==> config.mk <==
export PLATFORM = sky130hd
export DESIGN_NAME = johnson_decoder
export DESIGN_NICKNAME = d
export VERILOG_FILES = /design/src/rtl/johnson_decoder.sv
export SDC_FILE = /design/constraint.sdc
export NUM_CORES = 1
export LEC_CHECK = 0
export ABC_CLOCK_PERIOD_IN_PS = 3470
export BUFFER_PORTS_ARGS = -buffer_cell sky130_fd_sc_hd__buf_4
export CAP_MARGIN = 15
export CORE_MARGIN = 3
export CORE_UTILIZATION = 45
export CTS_BUF_LIST = sky130_fd_sc_hd__clkbuf_4 sky130_fd_sc_hd__clkbuf_8 sky130_fd_sc_hd__clkbuf_16
export CTS_CLUSTER_DIAMETER = 120
export CTS_CLUSTER_SIZE = 24
export DETAILED_ROUTE_END_ITERATION = 8
export GPL_ROUTABILITY_DRIVEN = 0
export MAX_ROUTING_LAYER = met4
export PLACE_DENSITY = 0.72
export SLEW_MARGIN = 40
export SYNTH_ARGS = -nofsm -noshare
export SYNTH_HDL_FRONTEND = slang
export SYNTH_SLANG_ARGS = --single-unit
==> constraint.sdc <==
create_clock -name CLK -period 3.47 [get_ports CLK]
set_input_delay 0.1735 -clock CLK [delete_from_list [all_inputs] [get_ports CLK]]
set_output_delay 0.1735 -clock CLK [all_outputs]
set_load 0.05 [all_outputs]
==> src/rtl/johnson_decoder.sv <==
// ============================================================================
// johnson_decoder
// ----------------------------------------------------------------------------
// Purpose:
//   Samples an N-bit Johnson-coded word, decodes it to a binary phase index
//   on the 2N-state ring, flags codes that are not Johnson states, and
//   checks that successive legal samples advance exactly one ring position.
//   After LOCK_CNT consecutive in-sequence legal samples the decoder reports
//   lock; any illegal code or sequence break drops lock again.
//
// Parameters:
//   N         Johnson code width (ring length 2N), N >= 2
//   LOCK_CNT  consecutive in-sequence legal samples needed for lock, 1..15
//   PW        derived phase width, clog2(2N)
//
// Ports:
//   CLK          in   1   clock, all state updates on the rising edge
//   RESET        in   1   synchronous active-high reset
//   I            in   N   Johnson-coded sample, I[0] is the shift-in end
//   I_valid      in   1   I is sampled this cycle
//   phase        out  PW  decoded phase index 0..2N-1
//   phase_valid  out  1   one-cycle pulse, phase is valid
//   illegal      out  1   one-cycle pulse, sample was not a Johnson state
//   seq_err      out  1   one-cycle pulse, legal sample was not the successor
//   locked       out  1   level, lock achieved
//   err_count    out  16  saturating count of error cycles
//
// Build option:
//   JOHNSON_DEC_ERRCNT_EN  when defined, err_count counts every cycle in
//                          which illegal or seq_err is high (saturating at
//                          16'hFFFF). When undefined, err_count is tied to 0.
// ============================================================================
module johnson_decoder #(
    parameter int N        = 4,
    parameter int LOCK_CNT = 3,
    localparam int PW      = $clog2(2 * N)
) (
    input  logic          CLK,
    input  logic          RESET,
    input  logic [N-1:0]  I,
    input  logic          I_valid,
    output logic [PW-1:0] phase,
    output logic          phase_valid,
    output logic          illegal,
    output logic          seq_err,
    output logic          locked,
    output logic [15:0]   err_count
);

    localparam logic [0:0] ST_SEARCH = 1'b0;
    localparam logic [0:0] ST_LOCKED = 1'b1;
    localparam logic [3:0] LOCK_Q    = 4'(LOCK_CNT);

    // ------------------------------------------------------------------
    // Registered state
    // ------------------------------------------------------------------
    logic [PW-1:0] phase_q,       phase_d;
    logic          phase_valid_q, phase_valid_d;
    logic          illegal_q,     illegal_d;
    logic          seq_err_q,     seq_err_d;
    logic [PW-1:0] prev_phase_q,  prev_phase_d;
    logic          prev_ok_q,     prev_ok_d;
    logic [3:0]    lock_ctr_q,    lock_ctr_d;
    logic [0:0]    state_q,       state_d;

    // ------------------------------------------------------------------
    // Decode: popcount gives the phase directly in the first half of the
    // ring (MSB clear) and 2N - popcount in the second half.
    // ------------------------------------------------------------------
    int            dec_int;
    logic [PW-1:0] dec_phase;
    logic [N-1:0]  canon;
    logic          legal;

    always_comb begin
        int pc_int;
        pc_int = 0;
        for (int b = 0; b < N; b++) begin
            if (I[b]) pc_int = pc_int + 1;
        end
        dec_int   = I[N-1] ? (2 * N - pc_int) : pc_int;
        dec_phase = dec_int[PW-1:0];
    end

    // Rebuild the canonical pattern of the decoded phase; the sample is
    // legal only if it matches bit for bit. First half: k low ones.
    // Second half: (k-N) low zeros, ones above.
    genvar gi;
    generate
        for (gi = 0; gi < N; gi++) begin : g_canon
            assign canon[gi] = (dec_int <= N) ? (gi < dec_int)
                                              : (gi >= dec_int - N);
        end
    endgenerate

    assign legal = (canon == I);

    // Expected next phase, wrapping 2N-1 back to 0.
    logic [PW-1:0] succ;
    assign succ = (int'(prev_phase_q) == 2 * N - 1) ? '0 : prev_phase_q + 1'b1;

    // Saturating increment of the run counter.
    logic [3:0] lock_ctr_inc;
    assign lock_ctr_inc = (lock_ctr_q >= LOCK_Q) ? LOCK_Q : lock_ctr_q + 4'd1;

    // ------------------------------------------------------------------
    // Next-state logic
    // ------------------------------------------------------------------
    always_comb begin
        phase_d       = phase_q;
        phase_valid_d = 1'b0;
        illegal_d     = 1'b0;
        seq_err_d     = 1'b0;
        prev_phase_d  = prev_phase_q;
        prev_ok_d     = prev_ok_q;
        lock_ctr_d    = lock_ctr_q;
        state_d       = state_q;

        if (I_valid) begin
            if (!legal) begin
                // phase keeps its previous value on an illegal sample
                illegal_d  = 1'b1;
                prev_ok_d  = 1'b0;
                lock_ctr_d = 4'd0;
                state_d    = ST_SEARCH;
            end else begin
                phase_d       = dec_phase;
                phase_valid_d = 1'b1;
                prev_phase_d  = dec_phase;
                prev_ok_d     = 1'b1;
                if (!prev_ok_q) begin
                    // First legal sample after reset or an illegal code
                    lock_ctr_d = 4'd1;
                    state_d    = (LOCK_Q == 4'd1) ? ST_LOCKED : ST_SEARCH;
                end else if (dec_phase == succ) begin
                    lock_ctr_d = lock_ctr_inc;
                    if (lock_ctr_inc == LOCK_Q) state_d = ST_LOCKED;
                end else begin
                    // Includes a repeated phase (no advance)
                    seq_err_d  = 1'b1;
                    lock_ctr_d = 4'd1;
                    state_d    = ST_SEARCH;
                end
            end
        end
    end

    always_ff @(posedge CLK) begin
        if (RESET) begin
            phase_q       <= '0;
            phase_valid_q <= 1'b0;
            illegal_q     <= 1'b0;
            seq_err_q     <= 1'b0;
            prev_phase_q  <= '0;
            prev_ok_q     <= 1'b0;
            lock_ctr_q    <= 4'd0;
            state_q       <= ST_SEARCH;
        end else begin
            phase_q       <= phase_d;
            phase_valid_q <= phase_valid_d;
            illegal_q     <= illegal_d;
            seq_err_q     <= seq_err_d;
            prev_phase_q  <= prev_phase_d;
            prev_ok_q     <= prev_ok_d;
            lock_ctr_q    <= lock_ctr_d;
            state_q       <= state_d;
        end
    end

    // ------------------------------------------------------------------
    // Error counter: counts cycles in which an error pulse is visible
    // ------------------------------------------------------------------
`ifdef JOHNSON_DEC_ERRCNT_EN
    logic [15:0] err_cnt_q, err_cnt_d;

    always_comb begin
        err_cnt_d = err_cnt_q;
        if ((illegal_q || seq_err_q) && (err_cnt_q != 16'hFFFF)) begin
            err_cnt_d = err_cnt_q + 16'd1;
        end
    end

    always_ff @(posedge CLK) begin
        if (RESET) err_cnt_q <= 16'd0;
        else       err_cnt_q <= err_cnt_d;
    end

    assign err_count = err_cnt_q;
`else
    assign err_count = 16'd0;
`endif

    // ------------------------------------------------------------------
    // Outputs
    // ------------------------------------------------------------------
    assign phase       = phase_q;
    assign phase_valid = phase_valid_q;
    assign illegal     = illegal_q;
    assign seq_err     = seq_err_q;
    assign locked      = (state_q == ST_LOCKED);

endmodule

==> key figures <==
Timing
  – Clk_skew: 0.00159 ns
  – Final period util: 0.863
  – Max-slew violation count: 0
  – Setup TNS: 0 ns
  – Crit path time final: 2.99 ns
  – Unrepaired setup endpoints after global routing: false
  – Final Setup Violations: 0
  – Setup ws final: 0.476 ns
  – Max Freq: 334 MHz
  – Final Hold Viols: 0

Setup path
  – Worst stage delay on the critical path: 0.38 ns
  – CP Class: in2reg
  – Reg-to-reg critical path endpoint: locked
  – Crit Path Max Fanout: 12
  – CP arrival: 3.15 ns
  – R2r setup slk: 1.30 ns
  – FF-to-FF Start: prev_phase_q[0]
  – Crit path to: prev_phase_q[0]
  – Crit end category: register
  – Critical path's slowest cell: ha_1
  – CP startpoint: I[1]
  – Cells along the critical path: buf_4, inv_1, ha_1, xor2_2, buf_4, nor4b_1, a31oi_1, ha_1, nand4_1, o311ai_1, or3_4, a311oi_4, nand2_2, mux2_4
  – WP data required: 3.63 ns
  – Startpoint Class: input port
  – R2R depth: 8

Power
  – Overall Power: 0.447 mW
  – PD cells: 341 nW/um^2
  – VDD IR max: 0.209 mV
  – Static Leakage: 0.570 nW

Clock network
  – Clock slew at reported path FFs: 0.07 ns
  – CTS sink cnt: 12
  – Root Driver: clkbuf_4
  – Hold_buf cts: 0
  – Post-CTS sizing: 0
  – Cts bufs inserted: 3
  – Clk buf depth: 2
  – CTS H-tree depth: 1
  – CTS tree: yes
  – Worst skew pair latency: 0.26 ns
  – Post-CTS Setup Repair Bufs: 0

Logic synthesis
  – Dominant cells by area after synthesis: dfxtp_1 (19%), buf_4 (10%), ha_1 (7.1%), a21oi_1 (5.7%), xnor2_1 (4.3%)
  – Register area share after synthesis: 0.194
  – Synth Area in Simple Gates: 0.187
  – Proportion of synthesized area in mux cells: 0.0364
  – Mapped Avg Cell Area: 8.30 um^2
  – Most used DFF post-synth: dfxtp_1
  – Unique masters post-synth: 54
  – Synth Area in Adders: 0.0709
  – Most common cell in the synthesized netlist: buf_4
  – Async SR Flop Fraction: 0
  – Synth Warn #: 0
  – Xor and xnor area share after synthesis: 0.0628
  – Mapped Cells: 149
  – Mapped Area: 1240 um^2
  – Post-synthesis register bit count: 12
  – Area leader, netlist: dfxtp_1
  – Post-synth EDFFs: 0
  – Post-synthesis compound-gate area fraction: 0.274
  – Largest family of logic cells by synthesized area: compound AO/OA/AOI/OAI gates
  – Commonest cells in the netlist: buf_4 (17), a21oi_1 (14), dfxtp_1 (12), inv_1 (8)
  – Top cell type's share of synthesized area: 0.194

Worst hold path
  – HP Class: in2reg

Final layout
  – Area Overhead vs Synth: 5.87%
  – Non-filler cells, final: 189
  – Ant. Diodes: 0
  – Nets: 174
  – Proportion of layout cells with a drive suffix above 1: 0.189

Floorplanning
  – Std-Cell Rows: 18
  – I/O pins: 30
  – Core Area: 2540 um^2
  – Starting Density: 0.486
  – Chip height: 58.4 um
  – Die Wd: 58.4 um
  – Die area: 3410 um^2

Global routing
  – Total gr overflow: 0
  – Global-route usage over all layers: 0.141
  – Initial antenna violation count: 0
  – Layer with the highest usage: met2
  – Largest net degree at the start of global routing: 21
  – Met2 Use GR: 0.244
  – GR Layer Usage met1: 0.173
  – First-pass GRT wire length: 3.77 mm
  – Met3 global-route usage: 0.00658
  – Number of global-route vias before repair: 856

Detailed routing
  – DR iter-0 viols: 38
  – Routed WL: 2.44 mm
  – Vias: 1060
  – Drt drc: 0
  – Post-route ant nets: 0
  – DRT Pass-1 Iters: 4
  – DR WL/cell: 12.9 um
  – Drt via density: 5.61

Placement
  – Dpl hpwl: 1.91 mm
  – Placed Cells incl. Taps: 185
  – Pre-CTS setup slack: 0.202 ns
  – Port buffer count: 13

Flow run
  – Max-Cap Viols: 0

Run status
  – Status: completed
power breakdown:
part	internal [mW]	switching, mW	leakage, nW
registers	0.142	0.00338	0.0972
logic	0.0639	0.129	0.452
clock network	0.0637	0.0450	0.0210
cell type report:
cell class / instances / area [um^2]
fill: 245 / 1240
multi-input combinational: 119 / 845
sequential: 12 / 240
timing repair buffer: 16 / 120
tap: 30 / 37.5
clock buffer: 4 / 36.3
inverter: 8 / 30.0
per-layer routing:
metal	wire length (um)	up-vias
met5	0	-
met2	1220	37
met3	122	2
li1	-	523
met1	1080	498
met4	16	0
critical path, delay by kind of cell:
kind            cells  cell delay [ns]
fa+ha+maj           2             0.66
compound gates      3             0.48
xor+xnor            1             0.21
simple gates        4             0.89
mux                 1             0.32
buf+inv             3             0.39
cells in the final DEF (no fill, tap or decap), types with 2 or more instances in the layout:
master,instances
and2_1,2
nand2b_1,4
buf_4,16
clkbuf_4,3
inv_1,8
nand3_1,2
o21ai_1,2
o211ai_1,2
nand2_1,6
nor3b_1,3
conb_1,17
dfxtp_1,12
mux2i_1,3
a21oi_1,14
o21ai_0,7
a31o_1,2
ha_1,7
a311oi_1,2
xnor2_1,6
nor2_1,7
nor3_1,2
stage by stage:
stage          cell area, um^2  hold WS [ns]   util
3_3_place_gp              1270         0.406  0.500
3_5_place_dp              1270         0.420  0.500
4_1_cts                   1310         0.133  0.514
6_report                  1310         0.142  0.514
5_1_grt                   1310         0.131  0.514
2_1_floorplan             1300         0.415      -
worst min path at each step:
stage	cells after the start	from	end	slack (ns)
after floorplan	2	RESET	prev_phase_q[0]	0.42
after global placement	2	I_valid	lock_ctr_q[3]	0.41
after detailed placement	2	I_valid	lock_ctr_q[2]	0.42
after CTS	2	I_valid	lock_ctr_q[3]	0.13
after global routing	2	I_valid	lock_ctr_q[2]	0.13
final	2	I_valid	lock_ctr_q[2]	0.14
registers in the layout, summed over array words and instances (netlist names):
name          count
seq_err           1
lock_ctr_q        4
phase_valid       1
locked            1
illegal           1
prev_ok_q         1
prev_phase_q      3
logic make-up after synthesis:
family / count (synthesis)
xor+xnor: 8
simple gates: 37
mux: 4
compound gates: 46
other cells: 1
buf+inv: 34
flops: 12
fa+ha+maj: 7
No activity file was read; power rests on OpenSTA's default activity.
